**src/rtl/axi_llc_pkg.sv**
```systemverilog
`default_nettype none
// ============================================================================
// axi_llc_pkg: sweep-mode and sweeper FSM types shared by the LLC sweeper.
// Revision: 1.0
// ============================================================================
package axi_llc_pkg;

  typedef enum logic {
    SWEEP_READ = 1'b0,
    SWEEP_FILL = 1'b1
  } sweep_mode_e;

  typedef enum logic [1:0] {
    ST_IDLE  = 2'd0,
    ST_RUN   = 2'd1,
    ST_DRAIN = 2'd2,
    ST_DONE  = 2'd3
  } sweep_state_e;

  // Address width for an n-word array; a single-word array still needs one bit.
  function automatic int unsigned addr_bits(input int unsigned n);
    return (n > 1) ? $clog2(n) : 1;
  endfunction

endpackage
`default_nettype wire

```
**src/rtl/fifo_v3.sv**
```systemverilog
`default_nettype none
// ============================================================================
// fifo_v3: synchronous FIFO, any depth >= 1; push when full / pop when empty
// are ignored. Revision: 1.0
// ============================================================================
module fifo_v3 #(
  parameter int unsigned DATA_WIDTH = 32,
  parameter int unsigned DEPTH      = 8
) (
  input  logic                  clk_i,
  input  logic                  rst_i,
  input  logic                  flush_i,
  output logic                  full_o,
  output logic                  empty_o,
  input  logic [DATA_WIDTH-1:0] data_i,
  input  logic                  push_i,
  output logic [DATA_WIDTH-1:0] data_o,
  input  logic                  pop_i
);
  localparam int unsigned PtrWidth = (DEPTH > 1) ? $clog2(DEPTH) : 1;
  localparam int unsigned CntWidth = $clog2(DEPTH + 1);
  localparam logic [PtrWidth-1:0] c_last_ptr = PtrWidth'(DEPTH - 1);
  localparam logic [PtrWidth-1:0] c_ptr_one  = PtrWidth'(1);
  localparam logic [CntWidth-1:0] c_depth    = CntWidth'(DEPTH);
  localparam logic [CntWidth-1:0] c_cnt_one  = CntWidth'(1);

  logic [DATA_WIDTH-1:0] r_mem [2**PtrWidth];
  logic [PtrWidth-1:0]   r_wr_ptr;
  logic [PtrWidth-1:0]   r_rd_ptr;
  logic [CntWidth-1:0]   r_count;
  logic                  w_push;
  logic                  w_pop;

  assign full_o  = (r_count == c_depth);
  assign empty_o = (r_count == '0);
  assign w_push  = push_i & ~full_o;
  assign w_pop   = pop_i & ~empty_o;
  assign data_o  = r_mem[r_rd_ptr];

  always_ff @(posedge clk_i) begin
    if (rst_i || flush_i) begin
      r_wr_ptr <= '0;
      r_rd_ptr <= '0;
      r_count  <= '0;
    end else begin
      if (w_push) r_wr_ptr <= (r_wr_ptr == c_last_ptr) ? '0 : r_wr_ptr + c_ptr_one;
      if (w_pop)  r_rd_ptr <= (r_rd_ptr == c_last_ptr) ? '0 : r_rd_ptr + c_ptr_one;
      case ({w_push, w_pop})
        2'b10:   r_count <= r_count + c_cnt_one;
        2'b01:   r_count <= r_count - c_cnt_one;
        default: r_count <= r_count;
      endcase
    end
  end

  always_ff @(posedge clk_i) begin
    if (w_push) r_mem[r_wr_ptr] <= data_i;
  end

endmodule
`default_nettype wire

```
**src/rtl/axi_llc_sram_sweeper.sv**
```systemverilog
`default_nettype none
// ============================================================================
// axi_llc_sram_sweeper: sweeps a wrapping SRAM address range as streamed reads
// or constant-pattern fill writes. Revision: 1.0
// ============================================================================
module axi_llc_sram_sweeper
  import axi_llc_pkg::*;
#(
  parameter  int unsigned NumWords  = 1024,
  parameter  int unsigned DataWidth = 128,
  parameter  int unsigned ByteWidth = 8,
  parameter  int unsigned Latency   = 1,
  parameter  int unsigned BufDepth  = Latency + 2,
  localparam int unsigned AddrWidth = addr_bits(NumWords),
  localparam int unsigned BeWidth   = (DataWidth + ByteWidth - 1) / ByteWidth
) (
  input  logic                 clk_i,
  input  logic                 rst_i,
  input  logic                 start_i,
  input  logic                 mode_i,
  input  logic [AddrWidth-1:0] start_addr_i,
  input  logic [AddrWidth:0]   num_words_i,
  input  logic [DataWidth-1:0] fill_data_i,
  output logic                 busy_o,
  output logic                 done_o,
  output logic [DataWidth-1:0] rdata_o,
  output logic                 rdata_last_o,
  output logic                 rdata_valid_o,
  input  logic                 rdata_ready_i,
  output logic                 req_o,
  output logic                 we_o,
  output logic [AddrWidth-1:0] addr_o,
  output logic [DataWidth-1:0] wdata_o,
  output logic [BeWidth-1:0]   be_o,
  input  logic                 gnt_i,
  input  logic [DataWidth-1:0] rdata_i
);
  localparam int unsigned CreditWidth = $clog2(BufDepth + 1);
  localparam logic [AddrWidth-1:0]   c_last_addr  = AddrWidth'(NumWords - 1);
  localparam logic [AddrWidth-1:0]   c_addr_one   = AddrWidth'(1);
  localparam logic [AddrWidth:0]     c_rem_one    = (AddrWidth + 1)'(1);
  localparam logic [CreditWidth-1:0] c_buf_depth  = CreditWidth'(BufDepth);
  localparam logic [CreditWidth-1:0] c_credit_one = CreditWidth'(1);

  sweep_state_e           r_state;
  sweep_state_e           w_state_next;
  sweep_mode_e            r_mode;
  logic [AddrWidth-1:0]   r_addr;
  logic [AddrWidth:0]     r_remaining;
  logic [DataWidth-1:0]   r_fill;
  logic [CreditWidth-1:0] r_credit;
  logic [Latency-1:0]     r_pipe_valid;
  logic [Latency-1:0]     r_pipe_last;

  logic                   w_load;
  logic                   w_req;
  logic                   w_hs;
  logic                   w_rd_hs;
  logic                   w_hs_last;
  logic                   w_push;
  logic                   w_pop;
  logic                   w_fifo_full;
  logic                   w_fifo_empty;
  logic [DataWidth:0]     w_fifo_rdata;

  // Read requests stay raised once asserted: credit only falls while waiting for grant.
  always_comb begin
    w_state_next = r_state;
    w_load       = 1'b0;
    w_req        = 1'b0;
    unique case (r_state)
      ST_IDLE: begin
        if (start_i) begin
          w_load       = 1'b1;
          w_state_next = (num_words_i == '0) ? ST_DONE : ST_RUN;
        end
      end
      ST_RUN: begin
        w_req = (r_mode == SWEEP_FILL) || (r_credit < c_buf_depth);
        if (w_req && gnt_i && (r_remaining == c_rem_one)) w_state_next = ST_DRAIN;
      end
      ST_DRAIN: begin
        if ((r_mode == SWEEP_FILL) || (r_credit == '0)) w_state_next = ST_DONE;
      end
      ST_DONE: w_state_next = ST_IDLE;
      default: w_state_next = ST_IDLE;
    endcase
  end

  assign w_hs      = w_req & gnt_i;
  assign w_rd_hs   = w_hs & (r_mode == SWEEP_READ);
  assign w_hs_last = w_hs & (r_remaining == c_rem_one);
  assign w_push    = r_pipe_valid[Latency-1];
  assign w_pop     = rdata_valid_o & rdata_ready_i;

  always_ff @(posedge clk_i) begin
    if (rst_i) r_state <= ST_IDLE;
    else       r_state <= w_state_next;
  end

  always_ff @(posedge clk_i) begin
    if (rst_i) begin
      r_mode       <= SWEEP_READ;
      r_addr       <= '0;
      r_remaining  <= '0;
      r_fill       <= '0;
      r_credit     <= '0;
      r_pipe_valid <= '0;
      r_pipe_last  <= '0;
    end else begin
      if (w_load) begin
        r_mode      <= sweep_mode_e'(mode_i);
        r_addr      <= start_addr_i;
        r_remaining <= num_words_i;
        r_fill      <= fill_data_i;
      end else if (w_hs) begin
        r_addr      <= (r_addr == c_last_addr) ? '0 : r_addr + c_addr_one;
        r_remaining <= r_remaining - c_rem_one;
      end
      r_pipe_valid <= (r_pipe_valid << 1) | Latency'(w_rd_hs);
      r_pipe_last  <= (r_pipe_last << 1) | Latency'(w_rd_hs & w_hs_last);
      case ({w_rd_hs, w_pop})
        2'b10:   r_credit <= r_credit + c_credit_one;
        2'b01:   r_credit <= r_credit - c_credit_one;
        default: r_credit <= r_credit;
      endcase
    end
  end

  fifo_v3 #(
    .DATA_WIDTH (DataWidth + 1),
    .DEPTH      (BufDepth)
  ) u_ret_fifo (
    .clk_i   (clk_i),
    .rst_i   (rst_i),
    .flush_i (1'b0),
    .full_o  (w_fifo_full),
    .empty_o (w_fifo_empty),
    .data_i  ({r_pipe_last[Latency-1], rdata_i}),
    .push_i  (w_push),
    .data_o  (w_fifo_rdata),
    .pop_i   (w_pop)
  );

  assign busy_o        = (r_state != ST_IDLE);
  assign done_o        = (r_state == ST_DONE);
  assign req_o         = w_req;
  assign we_o          = w_req & (r_mode == SWEEP_FILL);
  assign addr_o        = r_addr;
  assign wdata_o       = r_fill;
  assign be_o          = we_o ? {BeWidth{1'b1}} : '0;
  assign rdata_valid_o = ~w_fifo_empty;
  assign rdata_o       = w_fifo_rdata[DataWidth-1:0];
  assign rdata_last_o  = rdata_valid_o & w_fifo_rdata[DataWidth];

  a_no_overflow: assert property (@(posedge clk_i) disable iff (rst_i) !(w_push && w_fifo_full));
  a_credit_bound: assert property (@(posedge clk_i) disable iff (rst_i) r_credit <= c_buf_depth);

endmodule
`default_nettype wire
```
**config.mk**
```make
export PLATFORM = sky130hd
export DESIGN_NAME = axi_llc_sram_sweeper
export DESIGN_NICKNAME = d
export VERILOG_FILES = /design/src/rtl/axi_llc_pkg.sv /design/src/rtl/fifo_v3.sv /design/src/rtl/axi_llc_sram_sweeper.sv
export SDC_FILE = /design/constraint.sdc
export NUM_CORES = 1
export LEC_CHECK = 0
export BUFFER_PORTS_ARGS = -buffer_cell sky130_fd_sc_hd__buf_2
export CAP_MARGIN = 30
export CORE_MARGIN = 10
export CORE_UTILIZATION = 58
export CTS_CLUSTER_DIAMETER = 50
export DETAILED_ROUTE_END_ITERATION = 10
export GPL_TIMING_DRIVEN = 0
export PLACE_DENSITY_LB_ADDON = 0.2
export SETUP_SLACK_MARGIN = 0.05
export SYNTH_ARGS = -nofsm -noshare
export SYNTH_HDL_FRONTEND = slang
export SYNTH_HIERARCHICAL = 1
export SYNTH_SLANG_ARGS = --single-unit
```
**constraint.sdc**
```tcl
create_clock -name clk_i -period 29.2 [get_ports clk_i]
set_input_delay 0 -clock clk_i [delete_from_list [all_inputs] [get_ports clk_i]]
set_output_delay 0 -clock clk_i [all_outputs]
set_load 0.02 [all_outputs]
```
==> impl_metrics.yaml <==
route:
  routed_wirelength_um: 77400
  firstDrtPassIters: 5
  ant_nets: 0
  routedWlPerCell_um: 25.1
  vias_per_cell: 5.57
  drtIter0Drc: 1431
  drc: 0
  vias: 17200
logic_synthesis:
  netlist_instances: 1475
  synth_top_family_by_area: "multiplexers"
  synth_compound_area_share_pct: 3.96
  synth_commonest_cells: "516 x edfxtp_1, 273 x nand2_1, 164 x dfxtp_1"
  synth-simple-area-share_pct: 5.76
  syn_avg_cell_area_sq_um: 17.0
  synth_area_sq_mm: 0.0250
  synth-edff-count: 516
  synthAdderAreaFrac_pct: 0.500
  synth-xor-area-share_pct: 0.735
  synth_seq_cells: 680
  synth_mux_area_share_pct: 11.7
  synth_seq_area_share_pct: 75.0
  synthTopCellsByArea: "edfxtp_1 62%, dfxtp_1 13%, mux4_2 12%"
  synth_cell_type_count: 48
  synth_top_area_cell: "edfxtp_1"
  synth_top_area_share_pct: 61.9
  syn_nets: 1768
  yosys_warnings: 6
  synthMostInstantiatedCell: "edfxtp_1"
  synth_ff_type: "edfxtp_1"
  async_flop_share_pct: 0
die:
  core_sq_mm: 0.0429
  num_rows: 76
  initial_core_util_pct: 58.3
  pin_count: 571
  dieArea_sq_mm: 0.0518
  die_x_um: 228
  die_height_um: 228
critical_path:
  cpPeakStageDelay_ns: 0.57
  worstSetupStartpointType: "flop"
  crit_slowest_cell: "dlygate4sd3_1"
  critPathArrivalTime_ns: 3.29
  endpoint_kind: "flop"
  cp.required_ns: 29.68
  path_max_fanout: 10
  crit_chain: "inv_1, ha_1, nand2_1, clkbuf_1, nor2_1, nand2_1, dlygate4sd3_1, o21ai_1, dlygate4sd3_1"
  path_class: "flop to flop"
sta:
  drv_slew: 0
  fin_crit_sh_pct: 9.63
  holdWs_ns: 0.0923
  final.min_clock_period_ns: 2.81
  fmax_mhz: 356
  rsz0062_at_grt: "false"
  fin_setup_tns_ns: 0
  tightestPinTransition_ns: 0.902
  clock_skew_ns: 0.0186
  maxSlewHeadroom_pct: 39.9
  setup_viol: 0
  hold_violations: 0
layout:
  regArea_sq_mm: 0.0188
  fillers: 2293
  nets: 2732
  drive_above_1_share_pct: 35.6
  multi_input_area_sq_mm: 0.00567
  syn2layout_area_growth_pct: 36.6
clock_network:
  cts-root-buf: "clkbuf_16"
  ctsHtreeMaxLevel: 3
  clkTransAtPathRegs_ns: 0.06
  numCtsBuffers: 69
  clockBufferDepth: 3
  cts_tree: "yes"
  numClockSinks: 680
  postCtsSetupRepairBufs: 0
  clock_latency_ns: 0.60
flow_run:
  drv_cap: 0
pwr:
  power_leakage_nw: 12.8
  power_density_mw_per_mm2: 70.4
  peakVddDrop_mv: 0.0564
place:
  dp.final_hpwl_um: 51700
  port_buffers: 570
  gp_congestion: 0.952
grt:
  grt_pass1_vias: 18000
  antenna_found_initial: 11
  gr-total-overflow: 0
  track_usage_pct: 29.3
  grt_max_degree: 84
  grt_pass1_wl_um: 115000
hold_path:
  hold_path_class: "input port to flop"
run_status:
  status: "complete, no violations"
[where the power goes]
group          total, mW  internal [mW]  switching (mW)  leakage, nW
sequential          1.14           1.10          0.0358         6.00
clock              0.858          0.497           0.361         1.08
combinational      0.411          0.145           0.266         5.73
[cells by family after synthesis]
kind of cell             after synthesis
flip-flops                           680
AND/OR/NAND/NOR                      339
AO/OA/AOI/OAI                        188
multiplexers                         130
buffers and inverters                106
XOR/XNOR                              21
adder cells (fa/ha/maj)               10
other                                  1
[final cells by class]
class                      count  area share (%)
clock inverter                27           0.593
inverter                      11           0.135
buffer                        95            1.59
multi-input combinational    689            16.6
clock buffer                  98            5.86
timing repair buffer         893            18.1
antenna                       10          0.0732
sequential                   680            54.9
tap                          585            2.14
[sequential cells by signal, indices dropped and copies added, names as in the netlist, named ones only]
| register | cells |
|---|---|
| u_ret_fifo/r_count | 2 |
| r_remaining | 11 |
| r_mode | 1 |
| r_pipe_last | 1 |
| r_pipe_valid | 1 |
| u_ret_fifo/r_mem | 516 |
| r_credit | 2 |
| r_state | 2 |
| u_ret_fifo/r_wr_ptr | 2 |
| u_ret_fifo/r_rd_ptr | 2 |
| wdata_o | 128 |
| addr_o | 10 |
[path summary, 6_finish.rpt]
| path | start | to | slack, ns | cells past startpoint |
|---|---|---|---|---|
| max | r_state[0] | addr_o[5] | 26.39 | 9 |
| min | rdata_ready_i | u_ret_fifo/r_rd_ptr[1] | 0.09 | 5 |
| max reg2reg | r_state[0] | addr_o[5] | 26.39 | 9 |
| min reg2reg | wdata_o[84] | wdata_o[84] | 0.45 | 2 |
[cells in the final DEF, fill, tap and decap left out, drive strengths merged, types with 2 or more instances in the layout]
cell / instances
o21ai: 22
bufinv: 2
nor3: 4
inv: 15
xor2: 14
nor2: 16
o211ai: 3
xnor2: 7
nand4: 6
clkinv: 20
mux4: 129
nand4b: 2
dlygate4sd3: 289
and4bb: 2
buf: 654
clkbuf: 143
nor3b: 2
diode: 10
a311oi: 2
nor4: 5
and2: 9
a211oi: 4
nor2b: 3
edfxtp: 516
or2: 2
or3: 5
nand2: 273
nand3: 4
dfxtp: 164
a21oi: 152
ha: 10
[critical path: cells and delay by family (launching register included)]
family / cells / cell delay [ns]
buffers and inverters: 4 / 1.67
adder cells (fa/ha/maj): 1 / 0.23
AO/OA/AOI/OAI: 1 / 0.06
flip-flops: 1 / 0.39
AND/OR/NAND/NOR: 3 / 0.36
[per-stage QoR]
| step | std cells | setup slack, ns | utilization (%) | power, mW | cell area (sq um) |
|---|---|---|---|---|---|
| after floorplan | 1475 | 18.16 | - | 1.37 | 25000 |
| after global routing | 3086 | 26.24 | 79.7 | 2.49 | 34200 |
| after CTS | 3078 | 26.47 | 79.6 | 2.40 | 34200 |
| after global placement | 2630 | 10.48 | 66.7 | 1.51 | 28600 |
| after detailed placement | 2664 | 26.70 | 67.8 | 1.52 | 29100 |
| final | 3088 | 26.39 | 79.7 | 2.41 | 34200 |
[timing repair]
action                                 in CTS  in global routing
hold buffers                              289                  0
endpoints found under the hold margin     666                  0
gates resized for setup                     0                  0
[layer usage]
layer	vias to the layer above	routed length [um]	share of wire, %	global-route usage, %
li1	7540	-	-	-
met1	8549	27600	36	33.5
met2	914	39100	51	49.7
met3	194	6160	8.0	7.20
met4	4	4420	5.7	16.7
met5	-	26	0.034	0
Note: power is estimated with default switching activity, not from simulation.
